[config.mk]
export PLATFORM = sky130hd
export DESIGN_NAME = pll_lock_sequencer_flat
export DESIGN_NICKNAME = d
export VERILOG_FILES = /design/src/rtl/pll_lock_sequencer_if.sv /design/src/rtl/pll_lock_sequencer.sv /design/src/flat_wrapper.sv
export SDC_FILE = /design/constraint.sdc
export NUM_CORES = 1
export LEC_CHECK = 0
export CORE_ASPECT_RATIO = 1.25
export CORE_UTILIZATION = 35
export CTS_CLUSTER_SIZE = 12
export DETAILED_ROUTE_END_ITERATION = 12
export PLACE_DENSITY_LB_ADDON = 0.15
export SLEW_MARGIN = 20
export SYNTH_ARGS = -nofsm -noshare
export SYNTH_HDL_FRONTEND = slang
export SYNTH_SLANG_ARGS = --single-unit
[constraint.sdc]
create_clock -name clk -period 2.8 [get_ports clk]
set_clock_uncertainty 0.1 [all_clocks]
set_input_delay 0.56 -clock clk [delete_from_list [all_inputs] [get_ports clk]]
set_output_delay 0.56 -clock clk [all_outputs]
set_load 0.01 [all_outputs]
[src/rtl/pll_lock_sequencer_if.sv]
// pll_lock_sequencer_if
//   Groups the PLL-side and status signals of the lock sequencer into one bundle.
//   The master modport is the sequencer itself. The slave modport is whatever
//   surrounds it: the PLL primitive, the reset fan-out and status logic.
//
//   pll_lock   : PLL LOCK, asynchronous to the sequencer clock
//   relock_req : single-cycle request to restart the sequence from RUN or FAULT
//   pll_resetb : PLL RESETB, active low
//   pll_bypass : PLL BYPASS, which passes the reference clock through
//   domain_rst : active-high reset for the PLL-clocked logic
//   locked     : high only while the sequencer is in RUN
//   fault      : high only while the sequencer is in FAULT
//   state      : current state encoding
//   retry_cnt  : failed attempts since the last RUN or relock
//   loss_cnt   : lock-loss events, saturating at 255
interface pll_lock_sequencer_if #(
  parameter int MAX_RETRIES = 3
);
  localparam int RETRY_W = (MAX_RETRIES > 0) ? $clog2(MAX_RETRIES + 1) : 1;

  logic               pll_lock;
  logic               relock_req;
  logic               pll_resetb;
  logic               pll_bypass;
  logic               domain_rst;
  logic               locked;
  logic               fault;
  logic [2:0]         state;
  logic [RETRY_W-1:0] retry_cnt;
  logic [7:0]         loss_cnt;

  modport master (
    input  pll_lock, relock_req,
    output pll_resetb, pll_bypass, domain_rst, locked, fault,
           state, retry_cnt, loss_cnt
  );

  modport slave (
    output pll_lock, relock_req,
    input  pll_resetb, pll_bypass, domain_rst, locked, fault,
           state, retry_cnt, loss_cnt
  );
endinterface

[src/rtl/pll_lock_sequencer.sv]
// pll_lock_sequencer
//   Brings up an SB_PLL40_CORE clock path. The block runs on the PLL reference
//   clock and drives PLL RESETB and BYPASS. It qualifies the asynchronous LOCK
//   signal and holds the PLL-clocked logic in reset until lock has been stable
//   long enough. When lock is lost, the block restarts the PLL. After repeated
//   failed attempts it parks in bypass so the reference clock still reaches the
//   downstream logic.
//
//   clk : reference clock, the same clock as PLL REFERENCECLK
//   rst : synchronous, active-high reset
//   bus : pll_lock_sequencer_if.master. It carries the PLL handshake and the
//         status outputs (see the interface file).
module pll_lock_sequencer #(
  parameter int RST_CYCLES    = 16,
  parameter int LOCK_TIMEOUT  = 4096,
  parameter int SETTLE_CYCLES = 1024,
  parameter int LOSS_FILTER   = 4,
  parameter int MAX_RETRIES   = 3
) (
  input  logic                        clk,
  input  logic                        rst,
  pll_lock_sequencer_if.master        bus
);

  localparam int RST_W    = $clog2(RST_CYCLES) + 1;
  localparam int LOCK_W   = $clog2(LOCK_TIMEOUT) + 1;
  localparam int SETTLE_W = $clog2(SETTLE_CYCLES) + 1;
  localparam int LOSS_W   = $clog2(LOSS_FILTER) + 1;
  localparam int RETRY_W  = (MAX_RETRIES > 0) ? $clog2(MAX_RETRIES + 1) : 1;

  localparam logic [RST_W-1:0]    RST_LAST    = RST_W'(RST_CYCLES - 1);
  localparam logic [LOCK_W-1:0]   LOCK_LAST   = LOCK_W'(LOCK_TIMEOUT - 1);
  localparam logic [SETTLE_W-1:0] SETTLE_LAST = SETTLE_W'(SETTLE_CYCLES - 1);
  localparam logic [LOSS_W-1:0]   LOSS_LAST   = LOSS_W'(LOSS_FILTER - 1);
  localparam logic [RETRY_W-1:0]  RETRY_MAX   = RETRY_W'(MAX_RETRIES);

  typedef enum logic [2:0] {
    RESET_PLL = 3'd0,
    WAIT_LOCK = 3'd1,
    SETTLE    = 3'd2,
    RUN       = 3'd3,
    FAULT     = 3'd4
  } state_t;

  state_t              state_q, state_n;
  logic [RST_W-1:0]    rst_tmr_q, rst_tmr_n;
  logic [LOCK_W-1:0]   lock_tmr_q, lock_tmr_n;
  logic [SETTLE_W-1:0] settle_q, settle_n;
  logic [LOSS_W-1:0]   loss_run_q, loss_run_n;
  logic [RETRY_W-1:0]  retry_q, retry_n;
  logic [7:0]          loss_cnt_q, loss_cnt_n;

  logic lock_meta, lock_s;
  logic resetb_q, resetb_n;
  logic bypass_q, bypass_n;
  logic domain_rst_q, domain_rst_n;
  logic locked_q, locked_n;
  logic fault_q, fault_n;

  // Two-flop synchronizer for the asynchronous LOCK output. The FSM looks only
  // at lock_s, so every lock decision has two cycles of extra latency.
  always_ff @(posedge clk) begin
    if (rst) begin
      lock_meta <= 1'b0;
      lock_s    <= 1'b0;
    end else begin
      lock_meta <= bus.pll_lock;
      lock_s    <= lock_meta;
    end
  end

  // Next-state and counter logic. Each timer is cleared by the transition
  // that enters the state which uses it, so every state starts counting from
  // zero no matter where it was entered from.
  always_comb begin
    state_n    = state_q;
    rst_tmr_n  = rst_tmr_q;
    lock_tmr_n = lock_tmr_q;
    settle_n   = settle_q;
    loss_run_n = loss_run_q;
    retry_n    = retry_q;
    loss_cnt_n = loss_cnt_q;

    case (state_q)
      RESET_PLL: begin
        if (rst_tmr_q == RST_LAST) begin
          state_n    = WAIT_LOCK;
          lock_tmr_n = '0;
        end else begin
          rst_tmr_n = rst_tmr_q + 1'b1;
        end
      end

      WAIT_LOCK: begin
        if (lock_s) begin
          state_n  = SETTLE;
          settle_n = '0;
        end else if (lock_tmr_q == LOCK_LAST) begin
          if (retry_q < RETRY_MAX) begin
            retry_n   = retry_q + 1'b1;
            state_n   = RESET_PLL;
            rst_tmr_n = '0;
          end else begin
            state_n = FAULT;
          end
        end else begin
          lock_tmr_n = lock_tmr_q + 1'b1;
        end
      end

      // A lock drop while settling sends the FSM back to waiting with a
      // fresh timeout. The drop is not counted as a failed attempt.
      SETTLE: begin
        if (!lock_s) begin
          state_n    = WAIT_LOCK;
          lock_tmr_n = '0;
        end else if (settle_q == SETTLE_LAST) begin
          state_n    = RUN;
          retry_n    = '0;
          loss_run_n = '0;
        end else begin
          settle_n = settle_q + 1'b1;
        end
      end

      // relock_req is checked before the loss filter, so a request that lands
      // on the same edge as a qualified loss does not count as a loss event.
      RUN: begin
        if (bus.relock_req) begin
          state_n   = RESET_PLL;
          retry_n   = '0;
          rst_tmr_n = '0;
        end else if (!lock_s) begin
          if (loss_run_q == LOSS_LAST) begin
            state_n   = RESET_PLL;
            rst_tmr_n = '0;
            if (loss_cnt_q != 8'hFF) begin
              loss_cnt_n = loss_cnt_q + 8'd1;
            end
          end else begin
            loss_run_n = loss_run_q + 1'b1;
          end
        end else begin
          loss_run_n = '0;
        end
      end

      FAULT: begin
        if (bus.relock_req) begin
          state_n   = RESET_PLL;
          retry_n   = '0;
          rst_tmr_n = '0;
        end
      end

      default: begin
        state_n   = RESET_PLL;
        rst_tmr_n = '0;
      end
    endcase
  end

  // The outputs are decoded from the next state and registered. They change
  // on the same edge as the state register and never glitch.
  always_comb begin
    resetb_n     = 1'b1;
    bypass_n     = 1'b0;
    domain_rst_n = 1'b1;
    locked_n     = 1'b0;
    fault_n      = 1'b0;
    case (state_n)
      RESET_PLL: resetb_n = 1'b0;
      RUN: begin
        domain_rst_n = 1'b0;
        locked_n     = 1'b1;
      end
      FAULT: begin
        resetb_n     = 1'b0;
        bypass_n     = 1'b1;
        domain_rst_n = 1'b0;
        fault_n      = 1'b1;
      end
      default: ;
    endcase
  end

  // State, counter and output registers.
  always_ff @(posedge clk) begin
    if (rst) begin
      state_q      <= RESET_PLL;
      rst_tmr_q    <= '0;
      lock_tmr_q   <= '0;
      settle_q     <= '0;
      loss_run_q   <= '0;
      retry_q      <= '0;
      loss_cnt_q   <= '0;
      resetb_q     <= 1'b0;
      bypass_q     <= 1'b0;
      domain_rst_q <= 1'b1;
      locked_q     <= 1'b0;
      fault_q      <= 1'b0;
    end else begin
      state_q      <= state_n;
      rst_tmr_q    <= rst_tmr_n;
      lock_tmr_q   <= lock_tmr_n;
      settle_q     <= settle_n;
      loss_run_q   <= loss_run_n;
      retry_q      <= retry_n;
      loss_cnt_q   <= loss_cnt_n;
      resetb_q     <= resetb_n;
      bypass_q     <= bypass_n;
      domain_rst_q <= domain_rst_n;
      locked_q     <= locked_n;
      fault_q      <= fault_n;
    end
  end

  assign bus.pll_resetb = resetb_q;
  assign bus.pll_bypass = bypass_q;
  assign bus.domain_rst = domain_rst_q;
  assign bus.locked     = locked_q;
  assign bus.fault      = fault_q;
  assign bus.state      = state_q;
  assign bus.retry_cnt  = retry_q;
  assign bus.loss_cnt   = loss_cnt_q;

endmodule
[src/flat_wrapper.sv]
// flat-port wrapper written by rule: the top's interface ports become plain ports
module pll_lock_sequencer_flat 
#(
  parameter int RST_CYCLES    = 16,
  parameter int LOCK_TIMEOUT  = 4096,
  parameter int SETTLE_CYCLES = 1024,
  parameter int LOSS_FILTER   = 4,
  parameter int MAX_RETRIES   = 3
)
  (clk, rst, bus_pll_lock, bus_relock_req, bus_pll_resetb, bus_pll_bypass, bus_domain_rst, bus_locked, bus_fault, bus_state, bus_retry_cnt, bus_loss_cnt);
  pll_lock_sequencer_if #(.MAX_RETRIES(MAX_RETRIES)) bus_i ();
  input  logic clk;
  input  logic rst;
  input wire logic [$bits(bus_i.pll_lock)-1:0] bus_pll_lock;
  input wire logic [$bits(bus_i.relock_req)-1:0] bus_relock_req;
  output wire logic [$bits(bus_i.pll_resetb)-1:0] bus_pll_resetb;
  output wire logic [$bits(bus_i.pll_bypass)-1:0] bus_pll_bypass;
  output wire logic [$bits(bus_i.domain_rst)-1:0] bus_domain_rst;
  output wire logic [$bits(bus_i.locked)-1:0] bus_locked;
  output wire logic [$bits(bus_i.fault)-1:0] bus_fault;
  output wire logic [$bits(bus_i.state)-1:0] bus_state;
  output wire logic [$bits(bus_i.retry_cnt)-1:0] bus_retry_cnt;
  output wire logic [$bits(bus_i.loss_cnt)-1:0] bus_loss_cnt;
  assign bus_i.pll_lock = bus_pll_lock;
  assign bus_i.relock_req = bus_relock_req;
  assign bus_pll_resetb = bus_i.pll_resetb;
  assign bus_pll_bypass = bus_i.pll_bypass;
  assign bus_domain_rst = bus_i.domain_rst;
  assign bus_locked = bus_i.locked;
  assign bus_fault = bus_i.fault;
  assign bus_state = bus_i.state;
  assign bus_retry_cnt = bus_i.retry_cnt;
  assign bus_loss_cnt = bus_i.loss_cnt;
  pll_lock_sequencer #(.RST_CYCLES(RST_CYCLES), .LOCK_TIMEOUT(LOCK_TIMEOUT), .SETTLE_CYCLES(SETTLE_CYCLES), .LOSS_FILTER(LOSS_FILTER), .MAX_RETRIES(MAX_RETRIES)) u_core (.clk(clk), .rst(rst), .bus(bus_i));
endmodule
==> summary.txt <==
Outcome
  – Status: finished clean

Placed design
  – GP Congestion: 0.7395
  – Placement-stage cell area: 2994 sq um
  – Dpl cells: between 400 and 500
  – Port buffer count: 21
  – DP Wirelength: 4201 um

Logic synthesis
  – Largest family of logic cells by synthesized area: simple AND/OR/NAND/NOR gates
  – Synth Instances: 316
  – Seq/Total Area, Yosys: 37.52%
  – Synth Area per Inst: 8.612 sq um
  – Yosys top cell area share: between 30 and 40%
  – Synth Area in XOR/XNOR: approximately 4.5%
  – Syn Nets: between 300 and 400
  – Synth Area in Adders: approximately 3.7%
  – Top cells by area, synth: dfxtp_1, a21oi_1, xnor2_1, nor2_1, ha_1
  – Synthesis Warnings: 0
  – FF+latch count, synth: slightly above 50
  – Post-synthesis cell type count: 57
  – Post-synthesis simple-gate area fraction: 26.85%
  – Synth Area in Compound Gates: 19.36%
  – Multiplexer share of the synthesized area: 2.299%
  – Number of synthesized flops with an enable pin: 0
  – Ys async rst share: 0%
  – Area leader, netlist: dfxtp_1
  – Post-synthesis instance area: 2721 sq um
  – Synth Flop Type: dfxtp_1

Final layout
  – N_diodes: 0
  – Finished Cell Area: 3078 sq um
  – Commonest non-fill, non-tap cells in the layout: dfxtp_1, nor2_1, a21oi_1
  – Final #Nets: 341
  – Filler cells: roughly 780
  – Area growth from synthesis to layout: 13.10%
  – Fin util: 41.34%
  – Finished Layout Cells: 422
  – Layout cell share with drive strength beyond 1: 8.788%
  – Most common cell after layout, fill and taps aside: dfxtp_1

Setup path
  – Critical Path Stages: 1
  – Worst setup path end: bus_state[2]
  – Critical path arrival: 1740 ps
  – Critical Path Fanout Max: 21
  – Worst endpoint required time: roughly 2100 ps
  – R2r setup slk: about 480 ps
  – R2r worst-path depth: 6
  – CP Launch Type: register
  – Crit path buffers/inverters: 1
  – Worst path slowest cell: dfxtp_1
  – CP Cell Sequence: clkdlybuf4s50_1
  – Reg-to-Reg End: u_core.rst_tmr_q[4]
  – Crit end category: output pin
  – Crit Path Class: reg2out
  – RR Startpoint: u_core.lock_tmr_q[0]
  – Crit path launch: u_core.bus.state[2]
  – Crit-path max cell delay: 760 ps
  – CP delay by family, top: flip-flops

Floorplanning
  – Core area: approximately 7400 sq um
  – Starting density of the core: 36.55%
  – Die area: roughly 8000 sq um
  – Die Y: ~100 um
  – Die width: 80.87 um
  – Rows: 35
  – IO Pins: 22

Timing
  – Total negative setup slack: 0 ps
  – Final period util: 85.62%
  – Hold Vio Cnt, Final: 0
  – Rel. slew slack: 54.81%
  – Achievable Freq: 417.1 MHz
  – Worst-Margin Slew: about 680 ps
  – Setup violations, final: 0
  – RSZ-0062 raised after global routing: no
  – Tmin final: between 2000 and 2500 ps
  – Max Slew Vio Count: 0

Clocking
  – Post-cts repair resize count: 0
  – Clock Sinks: 51
  – Clk buf depth: 2
  – Post-CTS Hold Buffers: 0
  – Setup bufs post-CTS: 0
  – Worst-Skew Late Latency: 300 ps
  – Worst-path clk slew: 90 ps
  – TritonCTS Buffers: 5
  – Root Driver: clkbuf_8
  – Level count of the clock H-tree: 2
  – CTS tree: yes

GRT
  – Largest net degree at the start of global routing: 24
  – Gr usage total: ~16%
  – Number of global-route vias before repair: 2149
  – Overflow after GRT: 0
  – Initial antenna violation count: 0
  – First-pass GRT wire length: 10210 um

Route
  – DR WL/cell: around 14 um
  – Vias: 2327
  – Avg Vias per Cell: 5.514
  – DR pass1 iterations: 4
  – DRC Markers: 0
  – Post-route ant nets: 0
  – Drt initial violations: 85
  – Drt total wl: 5935 um

Power
  – Worst VDD drop: 209.4 uV
  – Power Density: 386.2 nW/um^2
  – Leak: 0.9856 nW

Run
  – Max_cap viols: 0

Worst hold path
  – Worst min-delay path class: reg2reg
==> power by group <==
part	internal [mW]	switching (mW)
Combinational	0.0154	0.0204
Sequential	0.730	0.00531
Clock	0.172	0.246
Total	0.917	0.272
==> worst reg2reg max path: stages, from the launching register on <==
cell	delay, ps
dfxtp_1	400
ha_1	220
nand4_1	240
nor4_2	420
a21oi_1	200
or4_1	540
a21oi_1	150
==> stage by stage <==
step	total power [mW]	worst slack, ps	hold slack (ps)
detailed placement	0.7887	233.4	353.8
finish	1.189	402.7	364.5
global route	1.240	259.2	370.3
CTS	1.210	366.1	367.8
floorplan	0.7754	629.8	313.8
global placement	0.7881	279.6	318.8
==> how the worst min path moves through the flow <==
stage | start | end | slack [ps] | cells past startpoint
finish | u_core.lock_meta | u_core.lock_s | 360 | 1
global route | u_core.lock_meta | u_core.lock_s | 370 | 1
CTS | u_core.lock_meta | u_core.lock_s | 370 | 1
detailed placement | u_core.lock_meta | u_core.lock_s | 350 | 1
global placement | u_core.lock_meta | u_core.lock_s | 320 | 1
floorplan | u_core.lock_meta | u_core.lock_s | 310 | 1
==> routing by layer <==
metal | vias up | share of wire, % | GRT usage [%] | wire length [um]
met5 | - | 0 | 0 | 0
met4 | 0 | 1.2 | 4.533 | 74
met3 | 5 | 2.4 | 2.986 | 145
met2 | 31 | 49 | 27.08 | 2887
met1 | 1097 | 48 | 20.29 | 2828
li1 | 1194 | - | - | -
==> synthesized netlist by cell type (2+ instances only) <==
cell and number:
clkbuf_1 12, a2111oi_0 5, ha_1 8, and4_1 2
o21ai_1 2, o32ai_1 2, nand3_1 17, xnor2_1 13
or4b_1 2, nand2_1 15, dfxtp_1 51, mux2i_1 4
a311oi_1 2, o31ai_1 13, nand2b_1 10, mux2_2 2
nor3b_1 2, a21oi_1 24, buf_2 3, or3_1 5
a211oi_1 7, o21ai_0 5, buf_1 3, nor2_1 27
a21o_1 3, nor4_1 3, nor2b_1 8, or4_1 13
inv_1 11, nand4_1 5, and3_1 4, nor3_1 4
a32oi_1 2, buf_4 4
==> layout make-up <==
cell class	count	area, sq um	share of cell area [%]
multi-input combinational	230	1543	50.12
sequential	51	1021	33.17
timing repair buffer	29	270.3	8.780
tap	92	115.1	3.740
clock buffer	5	68.82	2.236
inverter	12	45.04	1.463
clock inverter	3	15.01	0.4878
==> state kept, by name, summed over array words and instances (netlist names) <==
register               cells
u_core.lock_tmr_q         13
u_core.settle_q           11
u_core.bus.loss_cnt        8
u_core.rst_tmr_q           5
u_core.bus.state           3
u_core.loss_run_q          3
u_core.bus.retry_cnt       2
u_core.bus.domain_rst      1
u_core.bus.locked          1
u_core.bus.pll_bypass      1
u_core.bus.pll_resetb      1
u_core.lock_meta           1
u_core.lock_s              1
==> cell families after synthesis <==
kind of cell	Yosys count
simple gates	127
compound gates	75
flops	51
buf+inv	35
xor+xnor	14
fa+ha+maj	8
mux	6
Note: power is estimated with default switching activity, not from simulation.
